File: config.mk
export PLATFORM = sky130hd
export DESIGN_NAME = sync_fifo_v2
export DESIGN_NICKNAME = d
export VERILOG_FILES = /design/src/rtl/sync_fifo_v2.sv
export SDC_FILE = /design/constraint.sdc
export NUM_CORES = 2
export LEC_CHECK = 0
export BUFFER_PORTS_ARGS = -buffer_cell sky130_fd_sc_hd__buf_2
export CAP_MARGIN = 30
export CORE_MARGIN = 3
export CORE_UTILIZATION = 60
export CTS_CLUSTER_DIAMETER = 40
export DETAILED_ROUTE_END_ITERATION = 12
export PLACE_DENSITY = 0.73
export SLEW_MARGIN = 20
export SYNTH_ARGS = -nofsm -noshare
export SYNTH_HDL_FRONTEND = slang
export SYNTH_SLANG_ARGS = --single-unit
export TNS_END_PERCENT = 5
File: constraint.sdc
create_clock -name clk -period 5.7 [get_ports clk]
set_input_delay 0.57 -clock clk [delete_from_list [all_inputs] [get_ports clk]]
set_output_delay 0.57 -clock clk [all_outputs]
set_load 0.01 [all_outputs]
File: src/rtl/sync_fifo_v2.sv
// Single-clock FIFO with level flags, fill count, flush and optional FWFT read.
// Ports: clk, rst_n, clear, valid/din (write), load (read/pop), dout, fifo_valid,
//   full, empty, almost_full, almost_empty, count; macro SYNC_FIFO_ERR_FLAGS_EN
//   adds sticky overflow/underflow outputs.
module sync_fifo_v2 #(
  parameter int WIDTH    = 8,
  parameter int DEPTH    = 512,
  parameter int AF_LEVEL = DEPTH - 4,
  parameter int AE_LEVEL = 4,
  parameter int FWFT     = 0
) (
  input  logic                     clk,
  input  logic                     rst_n,
  input  logic                     clear,
  input  logic                     valid,
  input  logic [WIDTH-1:0]         din,
  input  logic                     load,
  output logic [WIDTH-1:0]         dout,
  output logic                     fifo_valid,
  output logic                     full,
  output logic                     empty,
  output logic                     almost_full,
  output logic                     almost_empty,
  output logic [$clog2(DEPTH):0]   count
`ifdef SYNC_FIFO_ERR_FLAGS_EN
  ,
  output logic                     overflow,
  output logic                     underflow
`endif
);

  localparam int AW = $clog2(DEPTH);
  localparam logic [AW:0] AF_L = (AW+1)'(AF_LEVEL);
  localparam logic [AW:0] AE_L = (AW+1)'(AE_LEVEL);

`ifndef SYNTHESIS
  initial begin
    if (DEPTH < 4 || (DEPTH & (DEPTH - 1)) != 0)
      $error("sync_fifo_v2: DEPTH must be a power of two >= 4");
    if (AF_LEVEL < 1 || AF_LEVEL > DEPTH)
      $error("sync_fifo_v2: AF_LEVEL out of range");
    if (AE_LEVEL < 0 || AE_LEVEL > DEPTH - 1)
      $error("sync_fifo_v2: AE_LEVEL out of range");
  end
`endif

  logic [WIDTH-1:0] mem [DEPTH];
  logic [AW:0]      wr_ptr;
  logic [AW:0]      rd_ptr;
  logic             wr_en;
  logic             rd_en;

  // full: same slot, opposite lap
  assign empty = (wr_ptr == rd_ptr);
  assign full  = (wr_ptr == {~rd_ptr[AW], rd_ptr[AW-1:0]});

  assign wr_en = valid && !full && !clear;
  assign rd_en = load && !empty && !clear;

  assign almost_full  = (count >= AF_L);
  assign almost_empty = (count <= AE_L);

  always_ff @(posedge clk) begin
    if (wr_en)
      mem[wr_ptr[AW-1:0]] <= din;
  end

  always_ff @(posedge clk or negedge rst_n) begin
    if (!rst_n) begin
      wr_ptr <= '0;
      rd_ptr <= '0;
      count  <= '0;
    end else if (clear) begin
      wr_ptr <= '0;
      rd_ptr <= '0;
      count  <= '0;
    end else begin
      if (wr_en)
        wr_ptr <= wr_ptr + 1'b1;
      if (rd_en)
        rd_ptr <= rd_ptr + 1'b1;
      unique case (1'b1)
        wr_en && !rd_en: count <= count + 1'b1;
        rd_en && !wr_en: count <= count - 1'b1;
        default: ;
      endcase
    end
  end

  generate
    if (FWFT != 0) begin : g_fwft
      // head word is always presented; load pops it
      assign dout       = mem[rd_ptr[AW-1:0]];
      assign fifo_valid = !empty;
    end else begin : g_std
      logic [WIDTH-1:0] dout_q;
      logic             fv_q;

      always_ff @(posedge clk or negedge rst_n) begin
        if (!rst_n) begin
          dout_q <= '0;
          fv_q   <= 1'b0;
        end else if (clear) begin
          fv_q   <= 1'b0;
        end else if (rd_en) begin
          dout_q <= mem[rd_ptr[AW-1:0]];
          fv_q   <= 1'b1;
        end else begin
          fv_q   <= 1'b0;
        end
      end

      assign dout       = dout_q;
      assign fifo_valid = fv_q;
    end
  endgenerate

`ifdef SYNC_FIFO_ERR_FLAGS_EN
  always_ff @(posedge clk or negedge rst_n) begin
    if (!rst_n) begin
      overflow  <= 1'b0;
      underflow <= 1'b0;
    end else if (clear) begin
      overflow  <= 1'b0;
      underflow <= 1'b0;
    end else begin
      if (valid && full)
        overflow  <= 1'b1;
      if (load && empty)
        underflow <= 1'b1;
    end
  end
`endif

endmodule

Word-level counts from Yosys, hierarchy flattened
Memories as Yosys holds them, arrays and structs flattened. A register that Yosys moved wholly into a read port is not among the register bits.
Index checks and enable logic that the tools add are counted.
- word-level logic and storage cells: 41
- output and inout bits: 23
- latch bits: 0
- ROM bits: 0
- memories: 1
- register bits after elaboration: 31
- bits of input ports: 13
- RAM bits: 4096
- reductions and logical operators: 16
- add/subtract/negate cells: 4
- divide/modulo/power cells: 0
- mux-type cells: 10
- multipliers: 0
- $lt $le $gt $ge: 2
- bitwise operators: 2
- equal/unequal tests: 2
- shifts and indexed selects: 0
- memories (name ; words ; width ; rd ports ; clocked after Yosys merged registers in ; wr ports ; RTL line ; RTL):
    mem ; 512 ; 8 ; 1 ; 1 ; 1 ; 47 ; logic [WIDTH-1:0] mem [DEPTH];
- operator list (operator ; count):
    $mux W10 ; 5
    $add A10 B1 Y10 const B ; 3
    $eq A10 B10 Y1 ; 2
    $pmux W10 S2 ; 1
    $ge A10 B9 Y1 const B ; 1
    $le A10 B3 Y1 const B ; 1
    $sub A10 B1 Y10 const B ; 1
    $logic_and A1 B1 Y1 ; 6
    $logic_not A1 Y1 ; 6
    $mux W1 ; 4
    $reduce_bool A2 Y1 ; 2
    $reduce_bool A3 Y1 ; 1
    $not A1 Y1 ; 2
    $reduce_and A2 Y1 ; 1

Depth between registers and ports, before layout
- depth after elaboration: 9
- depth in mapped cells: 20
- depth with buffers taken out: 17

Worst setup path after synthesis
No wires, ideal clock.
- path type: register -> register
- from: register rd_ptr[1]
- to: register count[9]
- period minus slack after synthesis: 4.066 ns
- data required time: 5.568 ns
- setup time: 0.132 ns
- arrival time: 3.934 ns
- buffers on the path: 3
- cell stages (with the launch flop): 21
- path slack: 1.634 ns
- cells stage by stage: dfrtp_1 > buf_4 > xor2_1 > nor4_1 > nand4_1 > o21a_1 > buf_6 > nand2b_1 > clkbuf_1 > inv_1 > nand2_1 > inv_1 > ha_1 > a21o_1 > a21oi_1 > o21ai_0 > a2111o_1 > a41oi_1 > mux2i_1 > xnor2_1 > nor2_1
- longest elaborated chain between the ends: 8
- elaborated cells between the ends (all ways): 15
- classes of those cells: eq/ne (2); mux (2); reduce/logical (11)
- ends and longest elaborated chain (what ; RTL line ; RTL):
    from (decl) ; 49 ; logic [AW:0] rd_ptr;
    from (signal assigned) ; 81 ; rd_ptr <= rd_ptr + 1'b1;
    $eq A10 B10 Y1, on equally long branches ; 55, 54 ;
    $logic_not A1 Y1, on equally long branches ; 57, 58 ;
    $logic_and A1 B1 Y1, on equally long branches (2 in a row) ; 57, 58 ;
    $logic_not A1 Y1, on equally long branches ; 84, 83 ;
    $logic_and A1 B1 Y1, on equally long branches ; 84, 83 ;
    $pmux W10 S2 ; 82 ; unique case (1'b1)
    $mux W10 ; 73 ; end else if (clear) begin
    to (signal assigned) ; 83 ; wr_en && !rd_en: count <= count + 1'b1;
    to (signal assigned) ; 84 ; rd_en && !wr_en: count <= count - 1'b1;
    to (decl) ; 24 ; output logic [$clog2(DEPTH):0] count
Parallel ways exist; a longest one is shown, timed or not.
A chain may end at the register's enable or synchronous reset.

Worst setup path after layout
- from: register rd_ptr[0]
- to: register count[9]
Same word-level chain as after synthesis.

==> results_dict.tcl <==
set metrics [dict create \
    hpwl_microns 260000 \
    async_reset_ff_share_pct 0.943 \
    p_leak_nw 56.1 \
    rsz0062_at_grt "no" \
    setup_ws_ns 0.915 \
    worst_pin_slew_ns 1.36 \
    cap_violations 0 \
    max_freq_mhz 209 \
    dieArea_sq_mm 0.275 \
    final_cell_mix "4096 x edfxtp_1, 939 x mux4_2, 641 x nor2_1, 480 x clkbuf_16, 323 x mux2i_1" \
    grt_overflow_total 0 \
    setup_viol_count_final 0 \
    grt_max_degree 212 \
    cp_top_family "compound AO/OA/AOI/OAI gates" \
    clockBufferDepth 4 \
    start_util_pct 60.6 \
    final-hold-violation-count 0 \
    synth-edff-count 4096 \
    r2r_slack_ns 0.91 \
    final_common_cell "edfxtp_1" \
    min_period_ns 4.79 \
    finalCritPeriodShare_pct 84.0 \
    status "finished clean" \
    wl_microns 442000 \
    remaining_drc_errors 0 \
    cts_setup_buffers 0 \
    grt_pass1_wl_microns 627000 \
    synth-seq-cells 4135 \
    grt_pass1_vias 82943 \
    multi_input_area_sq_mm 0.0346 \
    clkTransAtPathRegs_ns 0.06 \
    track_usage_pct 32.1 \
    area_growth_pct 12.7 \
    cts-root-buf "clkbuf_16" \
    grt_antenna_before_repair 30 \
    hold_path.class "in -> reg" \
    cts_buffers 475 \
    postSynthCellCount 7676 \
    dieHeight_microns 525 \
    synth.yosys.seq_area_share_pct 76.7 \
    vias_per_cell 7.03 \
    design_area_sq_mm 0.182 \
    worstPathBufferInverterCount 2 \
    vias 83813 \
    top_level_ports 36 \
    synthFlopType "edfxtp_1" \
    numPortBuffers 35 \
    wl_per_cell_microns 37.1 \
    setup.worst_path.end_class "flop" \
    ys_warn_count 0 \
    clock-sinks 4135 \
    htree_levels 5 \
    crit_arrival_ns 5.58 \
    relSlewSlack_pct 9.08 \
    die_w_microns 525 \
    final_core_util_pct 68.3 \
    ant_nets 0 \
    critical_path.startpoint_type "flop" \
    yosysUniqueCellTypes 84 \
    critical_path_class "reg -> reg" \
    rows 189 \
    fin_worst_skew_ns 0.100 \
    cts_tree "built" \
    finalMaxSlewViolations 0 \
    dr.pass1.iters 6 \
    nFillCells 15776 \
    slowest_stage "dfrtp_4" \
    crit_chain "xor2_1, nor4_1, nand4_1, o21a_1, nand2b_1, inv_1, nand2_1, inv_1, ha_1, a21o_1, a21oi_1, o21ai_0, a2111o_1, a41oi_1, mux2i_1, xnor2_1, nor2_1" \
    ir_drop_uv 353 \
    slowest_delay_ns 0.65 \
    preCtsSetupSlack_ns 0.964 \
    synthesis.area_sq_mm 0.162 \
    cts_resized 0 \
    avgSynthCellArea_sq_um 21.0 \
    drt_iter0_markers 13430 \
    fin_setup_tns_ns 0 \
    p_per_area_mw_per_mm2 393 \
    cp_max_fo 17 \
    cts_hold_buf 1 \
    drive_gt1_share_pct 24.7 \
    clock_latency_ns 0.97 \
    gp_congestion 0.912 \
    core_area_sq_mm 0.267 \
    layout.nets 7989 \
    postPlaceCellArea_sq_mm 0.166 \
    cpMostUsedCell "inv_1" \
    syn_nets 7703 \
    required_ns 6.50 \
    ff_latch_area_sq_mm 0.124 \
]
[area by class of cell]
cell class	instances	share of cell area (%)
diodes	27	0.0371
well taps	3533	2.43
clock buffers	541	6.74
repair buffers	283	1.50
clock inverters	337	2.11
multi-input cells	3052	19.0
inverters	15	0.0392
flip-flops and latches	4135	68.1
[power by group]
part	switching (W)	internal, W	total, W
Combinational	0.00379	0.00313	0.00692
Clock	0.0124	0.0185	0.0310
Sequential	0.000150	0.0335	0.0336
Total	0.0164	0.0551	0.0715
[sequential cells by signal (all words and copies together), names as in the netlist]
register,flops
mem,4096
count,10
wr_ptr,10
dout,8
rd_ptr,10
fifo_valid,1
[final timing paths]
path | cells after the start | from | end
max | 17 | rd_ptr[0]$_DFFE_PN0P_ | count[9]$_DFFE_PN0P_
max reg2reg | 17 | rd_ptr[0]$_DFFE_PN0P_ | count[9]$_DFFE_PN0P_
min | 1 | din[5] | mem[411][5]$_DFFE_PP_
min reg2reg | 2 | dout[7]$_DFFE_PN0P_ | dout[7]$_DFFE_PN0P_
min in group asynchronous | 2 | rst_n | count[0]$_DFFE_PN0P_
max in group asynchronous | 2 | rst_n | rd_ptr[3]$_DFFE_PN0P_
[synth_stat cells, types with 7 or more instances]
cell	number	area (sq um)
nor3_1	20	100
xor2_1	16	140
buf_4	47	353
o21ai_0	83	415
o2111ai_1	7	61.3
nand4_1	16	100
nor2_1	644	2420
a32oi_1	17	149
dfrtp_1	39	976
buf_1	22	82.6
nand3_1	63	315
nand2b_1	9	56.3
inv_1	13	48.8
a21oi_1	71	355
o221ai_1	24	210
a22oi_1	75	563
mux2_2	27	304
buf_2	158	791
a211oi_1	46	345
buf_12	17	340
a211o_1	9	78.8
ha_1	13	163
a2111oi_0	9	78.8
a22o_1	11	96.3
mux4_2	939	21100
edfxtp_1	4096	123000
and2_1	11	68.8
o22ai_1	104	651
buf_8	17	255
a221oi_1	31	272
nor2b_1	21	131
xnor2_1	17	149
clkbuf_1	152	571
a31oi_1	21	131
mux2i_1	323	3230
o211ai_1	20	150
and3_1	13	81.3
buf_6	58	653
nand2_1	250	938
mux4_1	19	499
a221o_1	8	80.1
nor4_1	21	131
or3_1	12	75.1
[layer usage]
layer  vias to the layer above  track usage (%)  part of all wire (%)
li1                      32573                -                     -
met1                     43731             44.2                    35
met2                      6324             47.5                    46
met3                      1177             9.44                    13
met4                         8             15.9                   6.0
met5                         -                0                 0.013
[kinds of logic (layout without fill, tap and decap cells)]
kind of cell,Yosys count,count (layout),synth area share [%]
multiplexers,1308,1308,15.6
buffers and inverters,489,1176,1.93
AND/OR/NAND/NOR,1098,1098,2.83
adder cells (fa/ha/maj),14,14,0.113
other,0,27,0
flip-flops,4135,4135,76.7
AO/OA/AOI/OAI,598,598,2.60
XOR/XNOR,34,34,0.196
[stage by stage]
stage	hold WS, ns	power (W)	cells
floorplan	0.274	0.0393	7676
global placement	0.465	0.0410	10996
detailed placement	0.488	0.0411	11003
CTS	0.103	0.0716	11882
global route	0.124	0.0732	11898
finish	0.130	0.0715	11923
Power figures use the tool's default switching activity.
